File: config.mk
export PLATFORM = sky130hd
export DESIGN_NAME = visited_store_mp_flat
export DESIGN_NICKNAME = d
export VERILOG_FILES = /design/src/rtl/visited_store_mp_if.sv /design/src/rtl/visited_store_mp.sv /design/src/flat_wrapper.sv
export SDC_FILE = /design/constraint.sdc
export NUM_CORES = 1
export LEC_CHECK = 0
export BUFFER_PORTS_ARGS = -buffer_cell sky130_fd_sc_hd__buf_2
export CORE_ASPECT_RATIO = 1.1
export CORE_UTILIZATION = 25
export CTS_BUF_LIST = sky130_fd_sc_hd__clkbuf_4
export DETAILED_ROUTE_END_ITERATION = 12
export PLACE_DENSITY = 0.39
export SYNTH_ARGS = -nofsm -noshare
export SYNTH_HDL_FRONTEND = slang
export SYNTH_SLANG_ARGS = --single-unit
File: constraint.sdc
create_clock -name clock -period 3.3 [get_ports clock]
set_input_delay 0.165 -clock clock [delete_from_list [all_inputs] [get_ports clock]]
set_output_delay 0.165 -clock clock [all_outputs]
set_load 0.1 [all_outputs]
File: src/rtl/visited_store_mp_if.sv
// visited_store_mp_if: control, mark-visited, query and status bundle of the visited store
interface visited_store_mp_if #(
  parameter int MAX_NODES   = 16,
  parameter int INDEX_WIDTH = 5,
  parameter int NUM_PORTS   = 2
);
  logic                             start;
  logic [INDEX_WIDTH-1:0]           number_of_nodes;
  logic [NUM_PORTS-1:0]             set_en;
  logic [INDEX_WIDTH*NUM_PORTS-1:0] set_index;
  logic [INDEX_WIDTH*NUM_PORTS-1:0] set_prev;
  logic [INDEX_WIDTH-1:0]           query_index;
  logic                             query_visited;
  logic [INDEX_WIDTH-1:0]           query_prev;
  logic [INDEX_WIDTH-1:0]           unvisited_nodes;
  logic                             all_visited;
  logic                             busy;
  logic                             error;
  logic [INDEX_WIDTH*MAX_NODES-1:0] prev_vector_flattened;
  modport master (
    output start, number_of_nodes, set_en, set_index, set_prev, query_index,
    input  query_visited, query_prev, unvisited_nodes, all_visited, busy, error,
           prev_vector_flattened
  );
  modport slave (
    input  start, number_of_nodes, set_en, set_index, set_prev, query_index,
    output query_visited, query_prev, unvisited_nodes, all_visited, busy, error,
           prev_vector_flattened
  );
endinterface

File: src/rtl/visited_store_mp.sv
// visited_store_mp: multi-port visited flags and predecessor store with timed clear sweep
module visited_store_mp #(
  parameter int MAX_NODES   = 16,
  parameter int INDEX_WIDTH = 5,
  parameter int NUM_PORTS   = 2
) (
  input logic               clock,
  input logic               reset,
  visited_store_mp_if.slave bus
);
  localparam logic [INDEX_WIDTH-1:0] SENTINEL = '1;
  localparam logic [INDEX_WIDTH-1:0] LAST     = INDEX_WIDTH'(MAX_NODES - 1);
  localparam logic [INDEX_WIDTH-1:0] CAP      = INDEX_WIDTH'(MAX_NODES);
  typedef enum logic [1:0] {IDLE, INIT, ACTIVE} state_t;
  typedef logic [INDEX_WIDTH-1:0] prev_arr_t [MAX_NODES];
  state_t                 state, state_next;
  logic [INDEX_WIDTH-1:0] n, ptr, unvisited, acc_count, q_prev;
  logic [MAX_NODES-1:0]   visited;
  prev_arr_t              prev_mem;
  logic [INDEX_WIDTH-1:0] idx [NUM_PORTS];
  logic [INDEX_WIDTH-1:0] pv [NUM_PORTS];
  logic [NUM_PORTS-1:0]   acc;
  logic                   err, q_vis, busy, all_visited, sweep_done, set_err;
  // Out-of-range indices read as visited, so they are never accepted and query as visited
  function automatic logic vis_of(input logic [MAX_NODES-1:0] v, input logic [INDEX_WIDTH-1:0] i);
    vis_of = 1'b1;
    for (int j = 0; j < MAX_NODES; j++)
      if (i == INDEX_WIDTH'(j)) vis_of = v[j];
  endfunction
  function automatic logic [INDEX_WIDTH-1:0] prev_of(input prev_arr_t m, input logic [INDEX_WIDTH-1:0] i);
    prev_of = SENTINEL;
    for (int j = 0; j < MAX_NODES; j++)
      if (i == INDEX_WIDTH'(j)) prev_of = m[j];
  endfunction
  for (genvar p = 0; p < NUM_PORTS; p++) begin : g_unpack
    assign idx[p] = bus.set_index[INDEX_WIDTH*p +: INDEX_WIDTH];
    assign pv[p]  = bus.set_prev[INDEX_WIDTH*p +: INDEX_WIDTH];
  end
  for (genvar j = 0; j < MAX_NODES; j++) begin : g_flat
    assign bus.prev_vector_flattened[INDEX_WIDTH*j +: INDEX_WIDTH] = prev_mem[j];
  end
  // Per-port acceptance: in range, unvisited, and no lower port aiming at the same node
  always_comb begin
    acc       = '0;
    acc_count = '0;
    for (int p = 0; p < NUM_PORTS; p++) begin
      acc[p] = state == ACTIVE && idx[p] < n && !vis_of(visited, idx[p]);
      for (int q = 0; q < p; q++)
        if (bus.set_en[q] && idx[q] == idx[p]) acc[p] = 1'b0;
      acc[p]    = acc[p] && bus.set_en[p];
      acc_count = acc_count + INDEX_WIDTH'(acc[p]);
    end
  end
  assign set_err    = |(bus.set_en & ~acc);
  assign sweep_done = state == INIT && ptr == LAST;
  // State register
  always_ff @(posedge clock or posedge reset)
    if (reset) state <= IDLE;
    else       state <= state_next;
  // Next state: start always restarts the sweep; the sweep ends after the last entry
  always_comb state_next = bus.start ? INIT : sweep_done ? ACTIVE : state;
  // State-decoded outputs
  always_comb begin
    busy        = state == INIT;
    all_visited = state == ACTIVE && unvisited == '0;
  end
  // Control registers: latched node count, sweep pointer, remaining count, sticky error
  always_ff @(posedge clock or posedge reset)
    if (reset) begin
      n         <= '0;
      ptr       <= '0;
      unvisited <= '0;
      err       <= 1'b0;
    end else if (bus.start) begin
      n   <= bus.number_of_nodes > CAP ? CAP : bus.number_of_nodes;
      ptr <= '0;
      err <= bus.number_of_nodes > CAP;
    end else begin
      ptr       <= busy ? ptr + 1'b1 : ptr;
      unvisited <= sweep_done ? n : unvisited - acc_count;
      err       <= err | set_err;
    end
  // Storage: one sweep entry per cycle in INIT, accepted mark-visited writes in ACTIVE
  always_ff @(posedge clock or posedge reset)
    if (reset) begin
      visited <= '1;
      for (int j = 0; j < MAX_NODES; j++) prev_mem[j] <= '0;
    end else if (!bus.start) begin
      for (int j = 0; j < MAX_NODES; j++) begin
        if (busy && ptr == INDEX_WIDTH'(j)) begin
          visited[j]  <= INDEX_WIDTH'(j) >= n;
          prev_mem[j] <= SENTINEL;
        end
        for (int p = 0; p < NUM_PORTS; p++)
          if (acc[p] && idx[p] == INDEX_WIDTH'(j)) begin
            visited[j]  <= 1'b1;
            prev_mem[j] <= pv[p];
          end
      end
    end
  // Registered lookup; sees the contents present before this edge's writes
  always_ff @(posedge clock or posedge reset)
    if (reset) begin
      q_vis  <= 1'b0;
      q_prev <= '0;
    end else begin
      q_vis  <= vis_of(visited, bus.query_index);
      q_prev <= prev_of(prev_mem, bus.query_index);
    end
  assign bus.query_visited   = q_vis;
  assign bus.query_prev      = q_prev;
  assign bus.unvisited_nodes = unvisited;
  assign bus.all_visited     = all_visited;
  assign bus.busy            = busy;
  assign bus.error           = err;
endmodule

File: src/flat_wrapper.sv
// flat-port wrapper written by rule: the top's interface ports become plain ports
module visited_store_mp_flat 
#(
  parameter int MAX_NODES   = 16,
  parameter int INDEX_WIDTH = 5,
  parameter int NUM_PORTS   = 2
)
  (clock, reset, bus_start, bus_number_of_nodes, bus_set_en, bus_set_index, bus_set_prev, bus_query_index, bus_query_visited, bus_query_prev, bus_unvisited_nodes, bus_all_visited, bus_busy, bus_error, bus_prev_vector_flattened);
  visited_store_mp_if #(.MAX_NODES(MAX_NODES), .INDEX_WIDTH(INDEX_WIDTH), .NUM_PORTS(NUM_PORTS)) bus_i ();
  input logic clock;
  input logic reset;
  input wire logic [$bits(bus_i.start)-1:0] bus_start;
  input wire logic [$bits(bus_i.number_of_nodes)-1:0] bus_number_of_nodes;
  input wire logic [$bits(bus_i.set_en)-1:0] bus_set_en;
  input wire logic [$bits(bus_i.set_index)-1:0] bus_set_index;
  input wire logic [$bits(bus_i.set_prev)-1:0] bus_set_prev;
  input wire logic [$bits(bus_i.query_index)-1:0] bus_query_index;
  output wire logic [$bits(bus_i.query_visited)-1:0] bus_query_visited;
  output wire logic [$bits(bus_i.query_prev)-1:0] bus_query_prev;
  output wire logic [$bits(bus_i.unvisited_nodes)-1:0] bus_unvisited_nodes;
  output wire logic [$bits(bus_i.all_visited)-1:0] bus_all_visited;
  output wire logic [$bits(bus_i.busy)-1:0] bus_busy;
  output wire logic [$bits(bus_i.error)-1:0] bus_error;
  output wire logic [$bits(bus_i.prev_vector_flattened)-1:0] bus_prev_vector_flattened;
  assign bus_i.start = bus_start;
  assign bus_i.number_of_nodes = bus_number_of_nodes;
  assign bus_i.set_en = bus_set_en;
  assign bus_i.set_index = bus_set_index;
  assign bus_i.set_prev = bus_set_prev;
  assign bus_i.query_index = bus_query_index;
  assign bus_query_visited = bus_i.query_visited;
  assign bus_query_prev = bus_i.query_prev;
  assign bus_unvisited_nodes = bus_i.unvisited_nodes;
  assign bus_all_visited = bus_i.all_visited;
  assign bus_busy = bus_i.busy;
  assign bus_error = bus_i.error;
  assign bus_prev_vector_flattened = bus_i.prev_vector_flattened;
  visited_store_mp #(.MAX_NODES(MAX_NODES), .INDEX_WIDTH(INDEX_WIDTH), .NUM_PORTS(NUM_PORTS)) u_core (.clock(clock), .reset(reset), .bus(bus_i));
endmodule
# Word level (Yosys, flattened, before mapping)
# Cells that the tools add are included.
[totals]
register_bits = 120
input_bits = 35
out_inout_bits = 94
elab_cells = 394
[op_classes]
add_sub_neg = 3
magnitude_cmp = 19
eq_ne = 63
mux = 168
n_bitwise = 4
reduce_logical = 98
[op_table]
columns = ["operator", "count"]
rows = [
  ["5-bit 2-to-1 mux", 68],
  ["5-bit by 4-bit == test with 1-bit output (second input constant)", 32],
  ["1-bit 2-to-1 mux", 98],
  ["5-bit by 3-bit == test with 1-bit output (second input constant)", 16],
  ["1-bit logical AND", 56],
  ["3-bit nonzero test", 16],
  ["5-bit by 2-bit == test with 1-bit output (second input constant)", 8],
  ["4-bit by 5-bit >= comparator with 1-bit output (first input constant)", 8],
  ["2-bit AND reduction", 16],
  ["5-bit logical NOT", 5],
  ["5-bit by 1-bit == test with 1-bit output (second input constant)", 4],
  ["3-bit by 5-bit >= comparator with 1-bit output (first input constant)", 4],
  ["1-bit by 5-bit >= comparator with 1-bit output (first input constant)", 2],
  ["2-bit by 5-bit >= comparator with 1-bit output (first input constant)", 2],
  ["5-bit less-than comparator", 2],
  ["5-bit by 1-bit adder with 5-bit output (second input constant)", 1],
  ["5-bit == test", 1],
  ["5-bit greater-than comparator (second input constant)", 1],
  ["5-bit subtractor", 1],
  ["2-bit 2-to-1 mux", 2],
  ["2-bit nonzero test", 2],
  ["1-bit by 1-bit adder with 2-bit output", 1],
  ["2-bit bitwise AND", 1],
  ["2-bit by 1-bit == test with 1-bit output (second input constant)", 1],
  ["6 further kinds", 7],
]

# Depth between registers and ports, before layout
# Gate-level depths: netlist (run 1).
[depth]
depth_word = 26
mapped_depth = 19
depth_no_buf = 16

# Worst setup path before layout (run 1)
# OpenSTA, ideal clock, no wires.
[synth_path]
path_kind = "register to output"
from = "register u_core.unvisited[2] (netlist: u_core.bus.unvisited_nodes[2])"
to = "output bus_all_visited"
arrival_time_ns = 4.104
required_time_ns = 3.135
slack_ns = -0.969
stages_incl_launch_ff = 3
path_buffers = 0
path_cell_list = "dfrtp_1 or3_1 nor4_1"
[synth_via]
elab_chain_len = 2
[synth_rtl]
columns = ["element", "line", "source"]
rows = [
  ["start, declared", "visited_store_mp.sv:17", "logic [INDEX_WIDTH-1:0] n, ptr, unvisited, acc_count, q_prev;"],
  ["start signal, assigned", "visited_store_mp.sv:80", "unvisited <= sweep_done ? n : unvisited - acc_count;"],
  ["5-bit logical NOT", "visited_store_mp.sv:65", "all_visited = state == ACTIVE && unvisited == '0;"],
  ["1-bit logical AND", "visited_store_mp.sv:65", ""],
  ["end, declared", "flat_wrapper.sv:21", "output wire logic [$bits(bus_i.all_visited)-1:0] bus_all_visited;"],
]
# No other way between the ends.

# Worst setup path in the final report (run 1)
[layout_path]
from = "register u_core.n[1]"
to = "register u_core.prev_mem (netlist bit u_core.bus.prev_vector_flattened[64])"
[layout_via]
elab_chain_len = 8
word_cells_on_any_way = 15
classes_between = "2 x order compare; 3 x mux; 10 x reduce/logical"
[layout_rtl]
columns = ["element", "line", "source"]
rows = [
  ["start, declared", "visited_store_mp.sv:17", ""],
  ["start signal, assigned", "visited_store_mp.sv:75", "n <= bus.number_of_nodes > CAP ? CAP : bus.number_of_nodes;"],
  ["5-bit less-than comparator", "visited_store_mp.sv:47", "acc[p] = state == ACTIVE && idx[p] < n && !vis_of(visited, idx[p]);"],
  ["1-bit logical AND (2 in series)", "visited_store_mp.sv:47", ""],
  ["1-bit 2-to-1 mux", "visited_store_mp.sv:49", "if (bus.set_en[q] && idx[q] == idx[p]) acc[p] = 1'b0;"],
  ["1-bit logical AND", "visited_store_mp.sv:50", "acc[p] = acc[p] && bus.set_en[p];"],
  ["1-bit logical AND", "visited_store_mp.sv:95", "if (acc[p] && idx[p] == INDEX_WIDTH'(j)) begin"],
  ["3-bit nonzero test (no line)", "--", ""],
  ["2-bit AND reduction (no line)", "--", ""],
  ["end signal, assigned by index", "visited_store_mp.sv:97", "prev_mem[j] <= pv[p];"],
  ["end, declared", "visited_store_mp.sv:19", "prev_arr_t prev_mem;"],
]
# Parallel ways exist; a longest one is shown, timed or not.
# A chain may end at the register's enable or synchronous reset.

==> results of run 1 <==
-- synth_stat cells (18+ instances only) --
master / count
sky130_fd_sc_hd__nor2_1: 77
sky130_fd_sc_hd__nand3_1: 32
sky130_fd_sc_hd__a21oi_1: 49
sky130_fd_sc_hd__dfrtp_1: 104
sky130_fd_sc_hd__o21ai_0: 52
sky130_fd_sc_hd__mux2i_1: 26
sky130_fd_sc_hd__mux2_2: 23
sky130_fd_sc_hd__a22oi_1: 24
sky130_fd_sc_hd__nand2_1: 71
sky130_fd_sc_hd__o22ai_1: 55
sky130_fd_sc_hd__buf_2: 18
sky130_fd_sc_hd__clkbuf_1: 51
sky130_fd_sc_hd__nor3_1: 38
sky130_fd_sc_hd__inv_1: 56
-- power by group --
group          internal [mW]  switching [mW]
clock network          0.528           0.693
logic                  0.363            1.36
registers               1.66           0.215
total                   2.55            2.27
-- final cells by class --
| type | instances | area (sq um) | share of cell area |
|---|---|---|---|
| clock inverters | 14 | 175 | 0.0177 |
| inverters | 56 | 214 | 0.0216 |
| multi-input cells | 712 | 4750 | 0.479 |
| flip-flops and latches | 120 | 3020 | 0.305 |
| clock buffers | 17 | 128 | 0.0129 |
| diodes | 2 | 5.00 | 0.000505 |
| well taps | 426 | 533 | 0.0537 |
| repair buffers | 180 | 1090 | 0.110 |
-- flip-flops by register name, indices dropped and copies added (netlist names) --
signal	count
u_core.bus.prev_vector_flattened	80
u_core.n	5
u_core.bus.error	1
u_core.visited	16
u_core.ptr	5
u_core.bus.query_visited	1
u_core.bus.query_prev	5
u_core.bus.unvisited_nodes	5
u_core.state	2
-- worst max-delay path, stage by stage (launching register included) --
cell                        delay [ns]
sky130_fd_sc_hd__dfrtp_1          0.41
sky130_fd_sc_hd__inv_2            0.09
sky130_fd_sc_hd__ha_1             0.25
sky130_fd_sc_hd__a2111oi_4        0.41
sky130_fd_sc_hd__nor2_2           0.11
sky130_fd_sc_hd__nor4b_4          0.34
sky130_fd_sc_hd__buf_4            0.19
sky130_fd_sc_hd__nand3_1          0.26
sky130_fd_sc_hd__a31oi_1          0.47
sky130_fd_sc_hd__buf_4            0.24
sky130_fd_sc_hd__o221ai_1         0.15
sky130_fd_sc_hd__o21ai_0          0.11
-- cells by family after synthesis --
family	count (synthesis)
flip-flops	120
AO/OA/AOI/OAI	310
AND/OR/NAND/NOR	324
multiplexers	53
buffers and inverters	136
adder cells (fa/ha/maj)	17
XOR/XNOR	8
-- what timing repair did --
| action | CTS | global route |
|---|---|---|
| endpoints found under the hold margin | 29 | 0 |
| buffers inserted | 0 | 1 |
| setup endpoints to repair | 0 | 2 |
| resized for setup | 0 | 5 |
| hold buffers | 9 | 0 |
-- layer usage --
layer | share of wire | vias up | track usage
met1 | 0.43 | 4293 | 0.297
met5 | 0 | - | 0
li1 | - | 3868 | -
met3 | 0.046 | 62 | 0.0348
met2 | 0.49 | 332 | 0.381
met4 | 0.032 | 0 | 0.0841
-- final timing paths --
| path | from | end | cells after the start |
|---|---|---|---|
| worst min register to register | u_core.bus.prev_vector_flattened[68] | u_core.bus.prev_vector_flattened[68] | 2 |
| worst max-delay path | u_core.n[1] | u_core.bus.prev_vector_flattened[64] | 11 |
| worst min-delay path | bus_set_en[0] | u_core.bus.error | 4 |
| max in group asynchronous | reset | u_core.bus.prev_vector_flattened[69] | 4 |
| min in group asynchronous | reset | u_core.bus.prev_vector_flattened[50] | 3 |
| worst max register to register | u_core.n[1] | u_core.bus.prev_vector_flattened[64] | 11 |
-- stage by stage --
step / utilization / std cells
6_report: 0.305 / 1527
5_1_grt: 0.305 / 1527
4_1_cts: 0.304 / 1524
3_5_place_dp: 0.292 / 1484
3_3_place_gp: 0.292 / 1484
2_1_floorplan: - / 968
==> results_tabular.tex, run 1 <==
\begin{tabular}{lr}
\hline
Metric & Value \\
\hline
\multicolumn{2}{l}{\textbf{Setup path}} \\
\quad Worst Setup End Kind & flip-flop \\
\quad FF-to-FF setup slack & 0.18 ns \\
\quad Startpoint type of the worst setup path & flip-flop \\
\quad Critical path start-end classification & flip-flop to flip-flop \\
\quad Biggest fanout along the worst timing path & 10 \\
\quad Required time at the endpoint of the critical path & 3.76 ns \\
\quad Arrival time at the worst endpoint & 3.58 ns \\
\multicolumn{2}{l}{\textbf{Floorplanning}} \\
\quad Die Span X & 176 microns \\
\quad Row count & 69 \\
\quad Initial Util & 0.255 \\
\quad Number of top-level pins & 129 \\
\quad Die area & 0.0340 sq mm \\
\quad Core Box Area & 0.0325 sq mm \\
\quad Height of the die & 193 microns \\
\multicolumn{2}{l}{\textbf{Global route}} \\
\quad Number of antenna violations at the first check in global routing & 1 \\
\quad Overall overflow remaining after global route & 0 \\
\quad Global-route wire length before repair & 57.2 mm \\
\quad Maximum number of pins on one net before global-route repair & 58 \\
\quad Vias in the first global route & 8534 \\
\quad Total global routing track utilization & 0.229 \\
\multicolumn{2}{l}{\textbf{Yosys}} \\
\quad Share of cell area taken by muxes after synthesis & 0.0706 \\
\quad Most used flip-flop cell after synthesis & sky130\_fd\_sc\_hd\_\_dfrtp\_1 \\
\quad EDFF count, synth & 0 \\
\quad Post-synthesis sequential area ratio & 0.364 \\
\quad Library cell with the largest summed area after synthesis & sky130\_fd\_sc\_hd\_\_dfrtp\_1 \\
\quad Area fraction of the dominant cell type after synthesis & 0.313 \\
\quad Average size of a mapped cell & 8.59 sq um \\
\quad Number of flip-flops and latches in the synthesized netlist & 120 \\
\quad Post-synthesis share of cell area spent on full adders, half adders and majority gates & 0.0265 \\
\quad Simple-gate portion of the synthesized area & 0.200 \\
\quad Syn nets & 1020 \\
\quad Number of cells produced by synthesis & 968 \\
\quad Post-synthesis instance area & 0.00831 sq mm \\
\quad Largest family of logic cells by synthesized area & compound AO/OA/AOI/OAI gates \\
\quad Synthesis Warnings & 0 \\
\quad Largest cells by area after synthesis & sky130\_fd\_sc\_hd\_\_dfrtp\_1, sky130\_fd\_sc\_hd\_\_dfstp\_2, sky130\_fd\_sc\_hd\_\_o22ai\_1, sky130\_fd\_sc\_hd\_\_nor2\_1, sky130\_fd\_sc\_hd\_\_nand2\_1 \\
\quad Number of distinct library cells after synthesis & 87 \\
\quad Compound-cell area share of the yosys netlist & 0.263 \\
\quad Ys async rst share & 1.00 \\
\quad Synthesized-area fraction occupied by xor and xnor cells & 0.00843 \\
\multicolumn{2}{l}{\textbf{Clock network}} \\
\quad Cts bufs inserted & 17 \\
\quad Cell at the root of the clock tree & sky130\_fd\_sc\_hd\_\_clkbuf\_4 \\
\quad Maximum buffer depth of the clock tree & 2 \\
\quad Clock slew seen by the registers of the worst setup and hold paths & 0.13 ns \\
\quad Insertion delay of the later-clocked pin in the worst-skew pair & 0.56 ns \\
\quad Clock tree from TritonCTS & built \\
\quad Level count of the clock H-tree & 4 \\
\quad Clock net sink count & 120 \\
\multicolumn{2}{l}{\textbf{Placed design}} \\
\quad Final weighted congestion in routability-driven placement & 0.876 \\
\quad HPWL after detailed placement & 29.2 mm \\
\quad \# port buffers & 128 \\
\quad Worst Setup Slack post-DPL & 0.231 ns \\
\quad Cell area after placement & 0.00950 sq mm \\
\multicolumn{2}{l}{\textbf{Detailed routing}} \\
\quad Routed wire length & 38.5 mm \\
\quad DRC viols & 0 \\
\quad Count of TritonRoute iterations in the first routing pass & 5 \\
\quad Per-cell via count in the routed design & 5.60 \\
\quad Average wire length per cell after detail routing & 25.2 microns \\
\quad Number of DRC markers in iteration 0 & 697 \\
\quad Final ANT Viol Nets & 0 \\
\quad Routed via count & 8555 \\
\multicolumn{2}{l}{\textbf{STA}} \\
\quad Min setup slack post-route & 0.183 ns \\
\quad Worst clock skew & 0.0348 ns \\
\quad Worst hold slack after final layout & 0.0461 ns \\
\quad Final critical-path share of the clock period & 0.944 \\
\quad Post-route minimum period & 3.12 ns \\
\quad Post-route setup TNS & 0 ns \\
\quad Highest achievable clock rate & 321 MHz \\
\quad Measured slew at the worst slew-check pin & 1.05 ns \\
\quad Number of max-slew violations in the final report & 0 \\
\quad Total setup violations reported at the end of the flow & 0 \\
\quad Max-slew headroom at the worst pin & 0.290 \\
\quad Hold Fails Final Rpt & 0 \\
\multicolumn{2}{l}{\textbf{Cells and area}} \\
\quad Final instance area & 0.00992 sq mm \\
\quad Fill cell total of the finished layout & 3514 \\
\quad Most common cell after layout, fill and taps aside & sky130\_fd\_sc\_hd\_\_buf\_2 \\
\quad Ratio of cells with drive above 1 in the final layout & 0.244 \\
\quad Synthesis-to-finish area growth & 19.3\% \\
\quad Number of nets in the finished design & 1139 \\
\quad Commonest cells after routing, fill and taps aside & sky130\_fd\_sc\_hd\_\_buf\_2, sky130\_fd\_sc\_hd\_\_dfrtp\_1, sky130\_fd\_sc\_hd\_\_nor2\_1 \\
\multicolumn{2}{l}{\textbf{Run}} \\
\quad Number of max-cap violations & 0 \\
\multicolumn{2}{l}{\textbf{Min path}} \\
\quad Worst min-delay path class & input pin to flip-flop \\
\multicolumn{2}{l}{\textbf{Pwr}} \\
\quad Areal power density over the cells & 486 mW/mm\^{}2 \\
\quad Leakage power & 4.25 nW \\
\quad Total power & 4.82 mW \\
\quad Worst voltage drop across the vdd grid & 0.276 mV \\
\multicolumn{2}{l}{\textbf{Run status}} \\
\quad Outcome & finished clean \\
\hline
\end{tabular}
Power figures use the tool's default switching activity.
==> run 2: changes to the inputs <==
--- a/config.mk
+++ b/config.mk
@@ -6,11 +6,13 @@
 export NUM_CORES = 1
 export LEC_CHECK = 0
 export BUFFER_PORTS_ARGS = -buffer_cell sky130_fd_sc_hd__buf_2
+export CELL_PAD_IN_SITES_DETAIL_PLACEMENT = 1
+export CELL_PAD_IN_SITES_GLOBAL_PLACEMENT = 2
 export CORE_ASPECT_RATIO = 1.1
 export CORE_UTILIZATION = 25
 export CTS_BUF_LIST = sky130_fd_sc_hd__clkbuf_4
 export DETAILED_ROUTE_END_ITERATION = 12
-export PLACE_DENSITY = 0.39
+export PLACE_DENSITY = 0.6
 export SYNTH_ARGS = -nofsm -noshare
 export SYNTH_HDL_FRONTEND = slang
 export SYNTH_SLANG_ARGS = --single-unit
==> run 2 against run 1 <==
Effect of this change: non-clock buffer count is 4 higher; sequential share of layout area hardly changed; largest cell class unchanged; count of clock-buffer cells in the layout increased by 3; largest power group unchanged; clock skew decreased by 0.0034 ns; worst setup slack improved by 0.021 ns; global-route usage increased by 0.95 points; critical endpoint is now u_core.bus.prev_vector_flattened[20]; fmax grew 0.68%; via count shrank 0.98%.
==> results_tabular.tex, run 2 (synthesized netlist as in run 1, its figures left out) <==
\begin{tabular}{lr}
\hline
Metric & Value \\
\hline
\multicolumn{2}{l}{\textbf{Setup path}} \\
\quad Arrival time at the worst endpoint & 3.54 ns \\
\quad FF-to-FF setup slack & 0.20 ns \\
\quad WP buf/inv & 4 \\
\quad Reg2reg path depth & 13 \\
\quad Critical path start-end classification & flip-flop to flip-flop \\
\quad Worst stage delay on the critical path & 0.39 ns \\
\quad Biggest fanout along the worst timing path & 13 \\
\quad Required time at the endpoint of the critical path & 3.74 ns \\
\quad Most frequent cell on the critical path & sky130\_fd\_sc\_hd\_\_buf\_4 \\
\quad Crit-path leading delay family & simple AND/OR/NAND/NOR gates \\
\quad Worst Setup End Kind & flip-flop \\
\quad Endpoint of the worst register-to-register path & u\_core.bus.prev\_vector\_flattened[20] \\
\quad Reg2Reg Launch Point & u\_core.n[4] \\
\quad Max stage delay cell, worst path & sky130\_fd\_sc\_hd\_\_or2\_1 \\
\quad Cell Chain, Critical Path & inv\_1, ha\_1, nor3b\_1, o21ai\_0, a31oi\_1, o211ai\_2, buf\_4, or2\_1, nor2\_1, buf\_12, a31oi\_2, buf\_4, mux2i\_1 \\
\quad Startpoint type of the worst setup path & flip-flop \\
\multicolumn{2}{l}{\textbf{Clock network}} \\
\quad Clock slew seen by the registers of the worst setup and hold paths & 0.13 ns \\
\quad Clock tree from TritonCTS & built \\
\quad Maximum buffer depth of the clock tree & 2 \\
\quad Level count of the clock H-tree & 4 \\
\quad Clock net sink count & 120 \\
\quad Cell at the root of the clock tree & sky130\_fd\_sc\_hd\_\_clkbuf\_4 \\
\quad Cts bufs inserted & 17 \\
\quad Insertion delay of the later-clocked pin in the worst-skew pair & 0.59 ns \\
\multicolumn{2}{l}{\textbf{Detailed routing}} \\
\quad Number of DRC markers in iteration 0 & 619 \\
\quad Per-cell via count in the routed design & 5.54 \\
\quad Routed via count & 8471 \\
\quad DRC viols & 0 \\
\quad Count of TritonRoute iterations in the first routing pass & 5 \\
\quad Routed wire length & 39.9 mm \\
\quad Average wire length per cell after detail routing & 26.1 microns \\
\quad Final ANT Viol Nets & 0 \\
\multicolumn{2}{l}{\textbf{Placed design}} \\
\quad Final weighted congestion in routability-driven placement & 0.948 \\
\quad Number of placed instances, taps included & 1489 \\
\quad HPWL after detailed placement & 30.3 mm \\
\quad Cell area after placement & 0.00953 sq mm \\
\quad \# port buffers & 128 \\
\multicolumn{2}{l}{\textbf{Run status}} \\
\quad Outcome & finished clean \\
\multicolumn{2}{l}{\textbf{STA}} \\
\quad Post-route minimum period & 3.10 ns \\
\quad Hold Fails Final Rpt & 0 \\
\quad Highest achievable clock rate & 323 MHz \\
\quad Measured slew at the worst slew-check pin & 1.07 ns \\
\quad Post-route setup TNS & 0 ns \\
\quad Max-slew headroom at the worst pin & 0.280 \\
\quad Total setup violations reported at the end of the flow & 0 \\
\quad Final critical-path share of the clock period & 0.938 \\
\quad Number of max-slew violations in the final report & 0 \\
\quad Worst clock skew & 0.0314 ns \\
\multicolumn{2}{l}{\textbf{Cells and area}} \\
\quad Number of nets in the finished design & 1143 \\
\quad Ratio of cells with drive above 1 in the final layout & 0.248 \\
\quad Most common cell after layout, fill and taps aside & sky130\_fd\_sc\_hd\_\_buf\_2 \\
\quad Number of flip-flops under the largest register name & 80 \\
\quad Synthesis-to-finish area growth & 19.4\% \\
\quad Finished Layout Cells & 1529 \\
\quad Final instance area & 0.00992 sq mm \\
\quad Commonest cells after routing, fill and taps aside & sky130\_fd\_sc\_hd\_\_buf\_2, sky130\_fd\_sc\_hd\_\_dfrtp\_1, sky130\_fd\_sc\_hd\_\_nor2\_1 \\
\multicolumn{2}{l}{\textbf{Global route}} \\
\quad Number of antenna violations at the first check in global routing & 1 \\
\quad Global-route wire length before repair & 60.3 mm \\
\quad Overall overflow remaining after global route & 0 \\
\quad Maximum number of pins on one net before global-route repair & 121 \\
\quad Total global routing track utilization & 0.238 \\
\quad Vias in the first global route & 8774 \\
\multicolumn{2}{l}{\textbf{Min path}} \\
\quad Worst min-delay path class & input pin to flip-flop \\
\quad Hold Path Origin & bus\_set\_prev[8] \\
\quad Number of stages on the worst hold path & 3 \\
\quad Worst-case hold path end point & u\_core.bus.prev\_vector\_flattened[38] \\
\multicolumn{2}{l}{\textbf{Pwr}} \\
\quad Cell-internal power & 2.56 mW \\
\quad Switch Pwr & 2.24 mW \\
\quad Leakage power & 4.27 nW \\
\quad Sequential Power Share & 0.392 \\
\quad Combinational fraction of design power & 0.361 \\
\quad Part of the power in the clock network & 0.247 \\
\quad Fraction of power spent switching nets & 0.467 \\
\quad Total power & 4.80 mW \\
\quad Worst voltage drop across the vdd grid & 0.226 mV \\
\quad Areal power density over the cells & 484 mW/mm\^{}2 \\
\multicolumn{2}{l}{\textbf{Run}} \\
\quad Number of max-cap violations & 0 \\
\multicolumn{2}{l}{\textbf{Floorplanning}} \\
\quad Number of top-level pins & 129 \\
\quad Initial Util & 0.255 \\
\quad Die area & 0.0340 sq mm \\
\quad Height of the die & 193 microns \\
\quad Core Box Area & 0.0325 sq mm \\
\quad Die Span X & 176 microns \\
\quad Row count & 69 \\
\hline
\end{tabular}
run 2: worst reg2reg max path: stages (launching register included):
cell                       delay, ns
sky130_fd_sc_hd__dfrtp_1        0.37
sky130_fd_sc_hd__inv_1          0.09
sky130_fd_sc_hd__ha_1           0.19
sky130_fd_sc_hd__nor3b_1        0.22
sky130_fd_sc_hd__o21ai_0        0.13
sky130_fd_sc_hd__a31oi_1        0.21
sky130_fd_sc_hd__o211ai_2       0.17
sky130_fd_sc_hd__buf_4          0.19
sky130_fd_sc_hd__or2_1          0.39
sky130_fd_sc_hd__nor2_1         0.25
sky130_fd_sc_hd__buf_12         0.18
sky130_fd_sc_hd__a31oi_2        0.17
sky130_fd_sc_hd__buf_4          0.26
sky130_fd_sc_hd__mux2i_1        0.13
run 2: power groups by stage:
stage	Clock [mW]	Combinational, mW	Sequential [mW]
after floorplan	0	0.492	2.66
after global placement	0	1.71	1.91
after detailed placement	0	1.72	1.91
after CTS	1.22	1.73	1.88
after global routing	1.27	1.82	1.90
final	1.19	1.73	1.88
run 2: repair_timing:
action	CTS	global route
endpoints found under the hold margin	110	0
setup buffers	0	2
resized for setup	0	6
setup endpoints to repair	0	7
hold buffers	7	0
run 2: how the worst max path moves through the flow:
stage                     startpoint                              endpoint  slack [ns]  depth (start not counted)
floorplan                u_core.n[2]         u_core.bus.unvisited_nodes[4]        0.04                         19
CTS                      u_core.n[1]         u_core.bus.unvisited_nodes[4]        0.22                         15
global route             u_core.n[1]         u_core.bus.unvisited_nodes[4]      -0.006                         15
detailed placement  bus_set_index[1]         u_core.bus.unvisited_nodes[4]        0.19                         15
global placement    bus_set_index[1]         u_core.bus.unvisited_nodes[4]        0.19                         16
finish                   u_core.n[4]  u_core.bus.prev_vector_flattened[20]        0.20                         13
run 2: cell type report:
type | instances | area (sq um)
clock inverters | 10 | 130
repair buffers | 184 | 1100
clock buffers | 20 | 150
inverters | 56 | 214
flip-flops and latches | 120 | 3020
well taps | 426 | 533
fillers | 3865 | 22600
multi-input cells | 712 | 4760
diodes | 1 | 2.50
run 2: stage by stage:
stage	hold slack (ns)	setup WS, ns	utilization
finish	0.0432	0.204	0.305
global route	0.0322	-0.00555	0.305
CTS	0.000769	0.221	0.304
detailed placement	0.438	0.193	0.293
global placement	0.433	0.191	0.293
floorplan	0.282	0.0369	-
run 2: layer usage:
layer | wire (microns) | track usage | vias up
li1 | - | - | 3851
met1 | 18300 | 0.318 | 4353
met2 | 19700 | 0.406 | 233
met3 | 1460 | 0.0297 | 34
met4 | 582 | 0.0557 | 0
met5 | 0 | 0 | -
==> run 3: changes to the inputs <==
--- a/config.mk
+++ b/config.mk
@@ -12,7 +12,7 @@
 export CORE_UTILIZATION = 25
 export CTS_BUF_LIST = sky130_fd_sc_hd__clkbuf_4
 export DETAILED_ROUTE_END_ITERATION = 12
-export PLACE_DENSITY = 0.6
+export PLACE_DENSITY = 0.57
 export SYNTH_ARGS = -nofsm -noshare
 export SYNTH_HDL_FRONTEND = slang
 export SYNTH_SLANG_ARGS = --single-unit
==> constraint.sdc (replaced) <==
create_clock -name clock -period 3.6 [get_ports clock]
set_input_delay 0.18 -clock clock [delete_from_list [all_inputs] [get_ports clock]]
set_output_delay 0.18 -clock clock [all_outputs]
set_load 0.1 [all_outputs]
==> run 3 against run 2 <==
Effect of this change: clock power down 15%; critical path depth fell by 3; register-to-register slack improved by 0.15 ns; critical path type unchanged; largest power group unchanged.
==> results_tabular.tex, run 3 (synthesized netlist as in run 1, its figures left out) <==
\begin{tabular}{lr}
\hline
Metric & Value \\
\hline
\multicolumn{2}{l}{\textbf{Clock network}} \\
\quad Maximum buffer depth of the clock tree & 2 \\
\quad Clock net sink count & 120 \\
\quad Clock slew seen by the registers of the worst setup and hold paths & 0.14 ns \\
\quad Insertion delay of the later-clocked pin in the worst-skew pair & 0.58 ns \\
\quad Level count of the clock H-tree & 4 \\
\quad Cts bufs inserted & 17 \\
\quad Cell at the root of the clock tree & sky130\_fd\_sc\_hd\_\_clkbuf\_4 \\
\quad Post-cts gate resize count & 0 \\
\quad Clock tree from TritonCTS & built \\
\multicolumn{2}{l}{\textbf{Floorplanning}} \\
\quad Core Box Area & 0.0325 sq mm \\
\quad Die Span X & 176 microns \\
\quad Die area & 0.0340 sq mm \\
\quad Row count & 69 \\
\quad Number of top-level pins & 129 \\
\quad Initial Util & 0.255 \\
\quad Height of the die & 193 microns \\
\multicolumn{2}{l}{\textbf{Detailed routing}} \\
\quad Count of TritonRoute iterations in the first routing pass & 5 \\
\quad Number of DRC markers in iteration 0 & 563 \\
\quad DRC viols & 0 \\
\quad Per-cell via count in the routed design & 5.53 \\
\quad Average wire length per cell after detail routing & 26.9 microns \\
\quad Routed via count & 8418 \\
\quad Final ANT Viol Nets & 0 \\
\quad Routed wire length & 40.9 mm \\
\multicolumn{2}{l}{\textbf{Global route}} \\
\quad Global-route wire length before repair & 60.4 mm \\
\quad Overall overflow remaining after global route & 0 \\
\quad Number of antenna violations at the first check in global routing & 1 \\
\quad Total global routing track utilization & 0.242 \\
\quad Maximum number of pins on one net before global-route repair & 49 \\
\quad Vias in the first global route & 8733 \\
\multicolumn{2}{l}{\textbf{Pwr}} \\
\quad Worst voltage drop across the vdd grid & 0.257 mV \\
\quad Combinational fraction of design power & 0.364 \\
\quad Cell-internal power & 2.26 mW \\
\quad Switch Pwr & 2.08 mW \\
\quad Part of the power in the clock network & 0.234 \\
\quad Sequential Power Share & 0.402 \\
\quad Areal power density over the cells & 444 mW/mm\^{}2 \\
\quad Fraction of power spent switching nets & 0.480 \\
\quad Leakage power & 4.19 nW \\
\multicolumn{2}{l}{\textbf{STA}} \\
\quad Total setup violations reported at the end of the flow & 0 \\
\quad Post-route minimum period & 3.24 ns \\
\quad Measured slew at the worst slew-check pin & 1.10 ns \\
\quad Highest achievable clock rate & 308 MHz \\
\quad Max-slew headroom at the worst pin & 0.260 \\
\quad Number of max-slew violations in the final report & 0 \\
\quad Hold Fails Final Rpt & 0 \\
\quad Worst clock skew & 0.0314 ns \\
\quad Post-route setup TNS & 0 ns \\
\quad Unrepaired setup endpoints after global routing & no \\
\quad Final critical-path share of the clock period & 0.901 \\
\multicolumn{2}{l}{\textbf{Placed design}} \\
\quad \# port buffers & 128 \\
\quad Final weighted congestion in routability-driven placement & 0.894 \\
\quad HPWL after detailed placement & 31.2 mm \\
\multicolumn{2}{l}{\textbf{Setup path}} \\
\quad Arrival time at the worst endpoint & 3.73 ns \\
\quad Critical path start-end classification & flip-flop to flip-flop \\
\quad Worst Setup End Kind & flip-flop \\
\quad Startpoint type of the worst setup path & flip-flop \\
\quad Cell Chain, Critical Path & inv\_1, ha\_1, a2111oi\_4, nor2\_1, nor4b\_4, nand3\_1, a31oi\_1, buf\_4, o221ai\_1, o21ai\_0 \\
\quad Worst stage delay on the critical path & 0.56 ns \\
\quad WP buf/inv & 2 \\
\quad Crit-path leading delay family & compound AO/OA/AOI/OAI gates \\
\quad Required time at the endpoint of the critical path & 4.08 ns \\
\quad Biggest fanout along the worst timing path & 10 \\
\quad Max stage delay cell, worst path & sky130\_fd\_sc\_hd\_\_a31oi\_1 \\
\multicolumn{2}{l}{\textbf{Cells and area}} \\
\quad Ratio of cells with drive above 1 in the final layout & 0.232 \\
\quad Most common cell after layout, fill and taps aside & sky130\_fd\_sc\_hd\_\_buf\_2 \\
\quad Number of nets in the finished design & 1132 \\
\quad Synthesis-to-finish area growth & 17.7\% \\
\quad Core utilization of the finished layout & 0.300 \\
\quad Number of flip-flops under the largest register name & 80 \\
\quad Commonest cells after routing, fill and taps aside & sky130\_fd\_sc\_hd\_\_buf\_2, sky130\_fd\_sc\_hd\_\_dfrtp\_1, sky130\_fd\_sc\_hd\_\_nor2\_1 \\
\multicolumn{2}{l}{\textbf{Run}} \\
\quad Number of max-cap violations & 0 \\
\multicolumn{2}{l}{\textbf{Run status}} \\
\quad Outcome & finished clean \\
\multicolumn{2}{l}{\textbf{Min path}} \\
\quad Worst min-delay path class & input pin to flip-flop \\
\hline
\end{tabular}
run 3: cell types whose count changed in the layout (fill, tap and decap cells not counted), moves of 2 or more:
| cell | previous run | this run |
|---|---|---|
| sky130_fd_sc_hd__clkinvlp_4 | 2 | 4 |
| sky130_fd_sc_hd__clkbuf_4 | 20 | 18 |
| sky130_fd_sc_hd__buf_4 | 47 | 37 |
| sky130_fd_sc_hd__clkinv_2 | 4 | 2 |
| sky130_fd_sc_hd__inv_2 | 2 | 0 |
| sky130_fd_sc_hd__inv_1 | 53 | 55 |
| sky130_fd_sc_hd__clkinv_1 | 1 | 4 |
| sky130_fd_sc_hd__buf_12 | 2 | 0 |
run 3: worst paths after layout:
path	to	start	cells past startpoint	slack (ns)
min in group asynchronous	u_core.bus.prev_vector_flattened[49]	reset	3	0.25
min reg2reg	u_core.bus.prev_vector_flattened[70]	u_core.bus.prev_vector_flattened[70]	2	0.53
max	u_core.bus.prev_vector_flattened[60]	u_core.n[1]	10	0.36
min	u_core.visited[15]	bus_start	2	0.07
max in group asynchronous	u_core.bus.prev_vector_flattened[6]	reset	4	2.37
max reg2reg	u_core.bus.prev_vector_flattened[60]	u_core.n[1]	10	0.36
run 3: routing by layer:
layer | track usage | vias to the layer above | routed length [microns]
li1 | - | 3843 | -
met1 | 0.324 | 4262 | 18600
met2 | 0.404 | 263 | 19700
met3 | 0.0303 | 50 | 1560
met4 | 0.0709 | 0 | 984
met5 | 0 | - | 0
run 3: timing repair:
action	in CTS	in global routing
setup endpoints to repair	0	0
hold endpoints to repair	40	0
buffers inserted	0	0
hold buffers	8	0
run 3: worst register-to-register path, stage by stage, from the launching register on:
cell and delay (ns):
sky130_fd_sc_hd__dfrtp_1 0.40, sky130_fd_sc_hd__inv_1 0.15, sky130_fd_sc_hd__ha_1 0.28, sky130_fd_sc_hd__a2111oi_4 0.32
sky130_fd_sc_hd__nor2_1 0.15, sky130_fd_sc_hd__nor4b_4 0.41, sky130_fd_sc_hd__nand3_1 0.38, sky130_fd_sc_hd__a31oi_1 0.56
sky130_fd_sc_hd__buf_4 0.26, sky130_fd_sc_hd__o221ai_1 0.14, sky130_fd_sc_hd__o21ai_0 0.11
run 3: power by group through the flow:
| stage | clock network (mW) | registers, mW | logic, mW |
|---|---|---|---|
| detailed placement | 0 | 1.77 | 1.58 |
| global placement | 0 | 1.77 | 1.57 |
| CTS | 1.05 | 1.74 | 1.59 |
| global route | 1.09 | 1.76 | 1.66 |
| floorplan | 0 | 2.44 | 0.450 |
| finish | 1.01 | 1.75 | 1.58 |
run 3: cell type report:
| cell class | count | area, sq um |
|---|---|---|
| clock buffers | 18 | 135 |
| multi-input cells | 712 | 4740 |
| diodes | 2 | 5.00 |
| fillers | 3867 | 22800 |
| flip-flops and latches | 120 | 3020 |
| repair buffers | 173 | 998 |
| clock inverters | 14 | 133 |
| inverters | 56 | 213 |
| well taps | 426 | 533 |
run 3: per-stage QoR:
stage / setup WS [ns] / power, mW / cell area (sq um) / instances / hold WS, ns
3_3_place_gp: 0.402 / 3.34 / 9430 / 1479 / 0.335
3_5_place_dp: 0.409 / 3.35 / 9430 / 1479 / 0.335
6_report: 0.358 / 4.34 / 9780 / 1521 / 0.0671
5_1_grt: 0.0675 / 4.51 / 9780 / 1521 / 0.0184
2_1_floorplan: 0.137 / 2.89 / 8320 / 968 / 0.297
4_1_cts: 0.413 / 4.38 / 9770 / 1519 / 0.0151
